[config.mk]
export PLATFORM = sky130hd
export DESIGN_NAME = accel_spi_reader
export DESIGN_NICKNAME = d
export VERILOG_FILES = /design/src/rtl/accel_spi_reader.sv
export SDC_FILE = /design/constraint.sdc
export NUM_CORES = 1
export LEC_CHECK = 0
export CAP_MARGIN = 10
export CORE_MARGIN = 8
export CORE_UTILIZATION = 40
export DETAILED_ROUTE_END_ITERATION = 12
export DONT_BUFFER_PORTS = 1
export GPL_TIMING_DRIVEN = 1
export PLACE_DENSITY = 0.64
export SLEW_MARGIN = 20
export SYNTH_ARGS = -nofsm -noshare
export SYNTH_HDL_FRONTEND = slang
export SYNTH_SLANG_ARGS = --single-unit
[constraint.sdc]
create_clock -name clk -period 2.9 [get_ports clk]
set_input_delay 0.58 -clock clk [delete_from_list [all_inputs] [get_ports clk]]
set_output_delay 0.58 -clock clk [all_outputs]
set_load 0.01 [all_outputs]
[src/rtl/accel_spi_reader.sv]
// SPI mode-3 master that burst-reads X/Y/Z from an ADXL345-style accelerometer
// and presents each axis as 10-bit sign-magnitude for the orientation filter.
module accel_spi_reader #(
  parameter int unsigned CLK_DIV   = 4,
  parameter logic [5:0]  BASE_ADDR = 6'h32
) (
  input  logic       clk,
  input  logic       RST,
  input  logic       start,
  output logic       sclk,
  output logic       cs_n,
  output logic       mosi,
  input  logic       miso,
  output logic [9:0] x_accel_data,
  output logic [9:0] y_accel_data,
  output logic [9:0] z_accel_data,
  output logic       data_valid,
  output logic       busy
);

  localparam logic [7:0] CMD       = {2'b11, BASE_ADDR};
  localparam logic [9:0] DIV_LAST  = 10'(CLK_DIV - 1);
  localparam logic [6:0] LAST_EDGE = 7'd112;

  typedef enum logic [2:0] {IDLE, SETUP, SHIFT, HOLD, GAP} state_t;

  state_t      state;
  logic [9:0]  div_cnt;
  logic [6:0]  edge_cnt;
  logic [6:0]  tx_shift;
  logic [47:0] rx_shift;

  // The most negative reading has no positive counterpart, so it clamps to full scale.
  function automatic logic [9:0] to_sign_mag(input logic [9:0] v);
    logic [8:0] mag;
    mag = ~v[8:0] + 9'd1;
    if (!v[9])
      return {1'b0, v[8:0]};
    else if (v == 10'h200)
      return 10'h3FF;
    else
      return {1'b1, mag};
  endfunction

  always_ff @(posedge clk) begin
    if (RST) begin
      state        <= IDLE;
      sclk         <= 1'b1;
      cs_n         <= 1'b1;
      mosi         <= 1'b0;
      busy         <= 1'b0;
      data_valid   <= 1'b0;
      x_accel_data <= '0;
      y_accel_data <= '0;
      z_accel_data <= '0;
      div_cnt      <= '0;
      edge_cnt     <= '0;
      tx_shift     <= '0;
      rx_shift     <= '0;
    end else begin
      data_valid <= 1'b0;
      case (state)
        IDLE: begin
          if (start) begin
            state    <= SETUP;
            cs_n     <= 1'b0;
            busy     <= 1'b1;
            div_cnt  <= DIV_LAST;
            edge_cnt <= '0;
            tx_shift <= CMD[6:0];
            mosi     <= CMD[7];
          end
        end
        SETUP: begin
          if (div_cnt == '0) begin
            state    <= SHIFT;
            sclk     <= 1'b0;
            div_cnt  <= DIV_LAST;
            edge_cnt <= 7'd1;
          end else begin
            div_cnt <= div_cnt - 10'd1;
          end
        end
        SHIFT: begin
          // edge_cnt counts both sclk transitions; the last high half-period still runs out.
          if (div_cnt != '0) begin
            div_cnt <= div_cnt - 10'd1;
          end else if (edge_cnt == LAST_EDGE) begin
            state   <= HOLD;
            div_cnt <= DIV_LAST;
          end else begin
            div_cnt  <= DIV_LAST;
            edge_cnt <= edge_cnt + 7'd1;
            sclk     <= ~sclk;
            if (sclk) begin
              tx_shift <= {tx_shift[5:0], 1'b0};
              mosi     <= tx_shift[6];
            end else begin
              rx_shift <= {rx_shift[46:0], miso};
            end
          end
        end
        HOLD: begin
          if (div_cnt == '0) begin
            state        <= GAP;
            cs_n         <= 1'b1;
            mosi         <= 1'b0;
            data_valid   <= 1'b1;
            div_cnt      <= DIV_LAST;
            x_accel_data <= to_sign_mag({rx_shift[33:32], rx_shift[47:40]});
            y_accel_data <= to_sign_mag({rx_shift[17:16], rx_shift[31:24]});
            z_accel_data <= to_sign_mag({rx_shift[1:0],   rx_shift[15:8]});
          end else begin
            div_cnt <= div_cnt - 10'd1;
          end
        end
        GAP: begin
          if (div_cnt == '0) begin
            state    <= IDLE;
            busy     <= 1'b0;
            edge_cnt <= '0;
          end else begin
            div_cnt <= div_cnt - 10'd1;
          end
        end
        default: state <= IDLE;
      endcase
    end
  end

endmodule
# After elaboration in Yosys (flattened, before gate mapping)
# Cells that the tools add are included.
# op_classes
bitwise,7
muxes,43
n_reduce_logical,22
eq_ne,17
n_addsub,5
# op_table
operator,n
2-to-1 mux 10 bit,7
2-to-1 mux 7 bit,9
case mux 10 bit (4 select lines),1
== test 10 bit (second input constant),3
case mux 7 bit (4 select lines),1
adder 9 x 1 -> 9 bit (second input constant),3
2-to-1 mux 9 bit,3
NOT 9 bit,3
2-to-1 mux 3 bit,6
inequality test 2 bit (second input constant),9
AND reduction 6 bit,3
case mux 3 bit (5 select lines),1
case mux 7 bit (2 select lines),1
logical NOT 10 bit,1
2-to-1 mux 1 bit,10
nonzero test 10 bit,1
subtractor 10 x 1 -> 10 bit (second input constant),1
AND reduction 3 bit,3
AND reduction 4 bit,2
nonzero test 2 bit,4
nonzero test 4 bit,2
adder 7 x 1 -> 7 bit (second input constant),1
== test 7 bit (second input constant),1
== test 3 x 2 -> 1 bit (second input constant),2
10 further kinds,16
# word_totals
ff_bits,110
in_bits,4
output_inout_bits,35

# Longest topological paths before layout
# logic_depth
ltp_word,4
mapped_depth,8
depth_no_buf,6

# Least setup slack after synthesis
# OpenSTA, ideal clock, no wires.
# synth_path
path_type,reg-to-reg
start,register div_cnt[0]
end,register y_accel_data[8]
path_slack_ns,0.715
synth_period_minus_slack_ns,2.185
t_required_ns,2.830
arrival_ns,2.114
stages_incl_launch_ff,8
cell_sequence,dfxtp_1 > inv_1 > ha_1 > or4b_1 > clkbuf_1 > or4_4 > or3_1 > a21oi_1
# synth_via
elab_chain_cells,2
# synth_lines
element,line,text
start: declaration,28,logic [9:0] div_cnt;
start signal: assignment,81,div_cnt <= div_cnt - 10'd1;
start signal: assignment,87,div_cnt <= div_cnt - 10'd1;
start signal: assignment,114,div_cnt <= div_cnt - 10'd1;
logical NOT 10 bit,104,if (div_cnt == '0) begin
AND reduction 2 bit (no line),-,
end signal: assignment,111,"y_accel_data <= to_sign_mag({rx_shift[17:16], rx_shift[31:24]});"
end: declaration,15,"output logic [9:0] y_accel_data,"
# Every way passes these cells.
# A chain may end at the register's enable or synchronous reset.

# Worst setup path in the final report
# layout_path
start,register div_cnt[0]
end,register y_accel_data[0]
# Same word-level chain as after synthesis.

==> results.sh <==
export IMPL_outcome="finished, final reports clean"
export IMPL_yosys_register_bits=109
export IMPL_htree_num_levels=3
export IMPL_grt_first_pass_wirelength_um=18600
export IMPL_hold_violations=0
export IMPL_worst_clock_skew_ns=0.00598
export IMPL_area_sequential_um2=2180
export IMPL_post_cts_setup_buffer_count=0
export IMPL_initial_antenna_violation_count=0
export IMPL_timing_final_setup_violations=0
export IMPL_mappedNetlistArea_um2=5050
export IMPL_routed_via_count=3902
export IMPL_finalCriticalPeriod_ns=2.42
export IMPL_synth_top_cell_area_share_pct=43.2
export IMPL_total_count_of_max_transition_violations_in_the_final_report=0
export IMPL_max_slew_margin_rel_pct=50.3
export IMPL_crit_fanout=8
export IMPL_tritoncts="yes"
export IMPL_place_detailed_instances=708
export IMPL_power_per_cell_area_nw_per_um2=689
export IMPL_synth_top_flop_cell="dfxtp_1"
export IMPL_first_global_vias=3684
export IMPL_worst_slew_pin_transition_ns=0.744
export IMPL_ys_top_cells_by_area="dfxtp_1, mux2i_1, nand2_1"
export IMPL_port_buffer_count=0
export IMPL_cp_required_ns=3.12
export IMPL_rsz_0062_raised_after_global_routing="false"
export IMPL_postRouteWirelength_um=11300
export IMPL_fp_dieArea_um2=16500
export IMPL_ys_warn_count=0
export IMPL_hold_buffer_count_at_cts=0
export IMPL_placement_rows=41
export IMPL_p_leak_nw=1.82
export IMPL_clock_insertion_delay_worst_skew_ns=0.35
export IMPL_n_diodes=0
export IMPL_route_detailed_drc=0
export IMPL_startpoint="div_cnt[0]"
export IMPL_net_count_of_the_finished_layout=558
export IMPL_cts_root_buf="clkbuf_16"
export IMPL_critPathKind="reg -> reg"
export IMPL_grt_start_max_net_pins=49
export IMPL_critPathArrivalTime_ns=2.64
export IMPL_timing_fmax_mhz=414
export IMPL_netlist_instances=561
export IMPL_netlist_top_cell_by_area="dfxtp_1"
export IMPL_stdcell_count=723
export IMPL_cp_start_kind="flop"
export IMPL_synth_net_count=572
export IMPL_min_period_over_period_pct=83.4
export IMPL_drt_vias_per_instance=5.40
export IMPL_area_of_the_multi_input_gates_um2=2660
export IMPL_syn_avg_cell_area_um2=9.00
export IMPL_synth_distinct_cells=58
export IMPL_worstSetupEndpointType="flop"
export IMPL_clock_sinks=109
export IMPL_r2r_start="div_cnt[0]"
export IMPL_drive_above_1_share_pct=7.99
export IMPL_hp_start="RST"
export IMPL_die_height_um=128
export IMPL_path_clk_slew_ns=0.07
export IMPL_grt_ovfl_total=0
export IMPL_ctsResizeCount=0
export IMPL_maxCapViolCount=0
export IMPL_initial_drc_count=198
export IMPL_pin_count=39
export IMPL_cts_inserted_buffers=9
export IMPL_portion_of_the_post_synthesis_area_used_by_sequential_elements_pct=43.2
export IMPL_num_fill_cells=1208
export IMPL_final_antenna_net_count=0
export IMPL_initial_core_util_pct=40.5
export IMPL_gp_routability_congestion=0.802
export IMPL_synth_edff_count=0
export IMPL_worstHoldPathType="in -> reg"
export IMPL_design_core_area_um2=12500
export IMPL_number_of_detailed_routing_iterations_run_before_antenna_repair=4
export IMPL_die_width_um=128
export IMPL_synthToLayoutAreaGrowth_pct=9.59
export IMPL_power_ir_vdd_worst_mv=0.332
export IMPL_cts_path_max_buffers=2
export IMPL_synth_async_reset_ratio_pct=0
export IMPL_hold_ws_ns=0.295
export IMPL_finalSetupTns_ns=0
export IMPL_hpwl_um=8060
export IMPL_grt_use_total_pct=13.9
export IMPL_wl_per_cell_um=15.6
## sequential cells by signal, indices dropped and copies added (netlist names)
name          cells
rx_shift         48
div_cnt          10
x_accel_data     10
y_accel_data     10
z_accel_data     10
edge_cnt          7
tx_shift          6
state             3
busy              1
cs_n              1
data_valid        1
mosi              1
sclk              1
## critical path, cell delays in order (launching register included)
cell and delay (ns):
dfxtp_1 0.34, inv_1 0.10, ha_1 0.16, or4b_1 0.61
or4_4 0.53, a41oi_2 0.41, a211oi_1 0.13
## cell usage after synthesis, drive strengths merged, types with 7 or more instances
| master | n |
|---|---|
| a211oi | 14 |
| a21oi | 39 |
| clkbuf | 26 |
| mux2i | 59 |
| ha | 7 |
| or3 | 8 |
| xor2 | 10 |
| nand3b | 7 |
| nor3 | 12 |
| xnor2 | 9 |
| nor2 | 19 |
| dfxtp | 109 |
| or4 | 13 |
| o21ai | 28 |
| nand2 | 77 |
| buf | 9 |
| nor2b | 8 |
| inv | 18 |
| o31ai | 8 |
| nand3 | 11 |
## routing by layer
layer | global-route usage (%) | routed length [µm]
met5 | 0 | 0
met4 | 5.03 | 155
met3 | 4.05 | 663
met2 | 23.7 | 5480
met1 | 16.2 | 4990
## cell families after synthesis
logic type | share of synthesized area (%)
mux | 11.9
xor+xnor | 3.29
flops | 43.2
fa+ha+maj | 1.73
simple gates | 19.6
buf+inv | 4.16
compound gates | 16.1
## final timing paths
kind | cells after the start | slack, ns | endpoint
max | 6 | 0.48 | y_accel_data[0]
min | 1 | 0.30 | busy
max reg2reg | 6 | 0.48 | y_accel_data[0]
min reg2reg | 2 | 0.47 | rx_shift[23]
## report_power, final
group | internal, mW | total [mW] | switching, mW | leakage [nW]
clock | 0.763 | 1.33 | 0.567 | 0.158
sequential | 1.58 | 1.71 | 0.123 | 0.882
combinational | 0.298 | 0.778 | 0.480 | 0.776
total | 2.65 | 3.82 | 1.17 | 1.82
## layout make-up
class / instances / area share, %
well taps: 172 / 3.89
multi-input cells: 399 / 48.1
inverters: 18 / 1.22
flip-flops and latches: 109 / 39.4
clock inverters: 6 / 1.70
clock buffers: 9 / 4.07
repair buffers: 10 / 1.58
## cell usage in the layout (no fill, tap or decap), types with 9 or more instances in the layout
cell and count:
a211oi_1 14, a21oi_1 39, buf_4 9, clkbuf_16 9
dfxtp_1 109, inv_1 17, mux2i_1 59, nand2_1 77
nand3_1 11, nor2_1 19, nor3_1 10, o21ai_0 27
or4_1 12, xnor2_1 9, xor2_1 10
## through the flow
stage	cell area [µm²]	total power, mW	util (%)	worst slack [ns]
2_1_floorplan	5050	2.32	-	0.715
3_3_place_gp	5220	2.49	41.8	0.581
3_5_place_dp	5220	2.52	41.8	0.516
4_1_cts	5540	3.84	44.4	0.492
5_1_grt	5540	3.99	44.4	0.344
6_report	5540	3.82	44.4	0.482
Note: power is estimated with default switching activity, not from simulation.
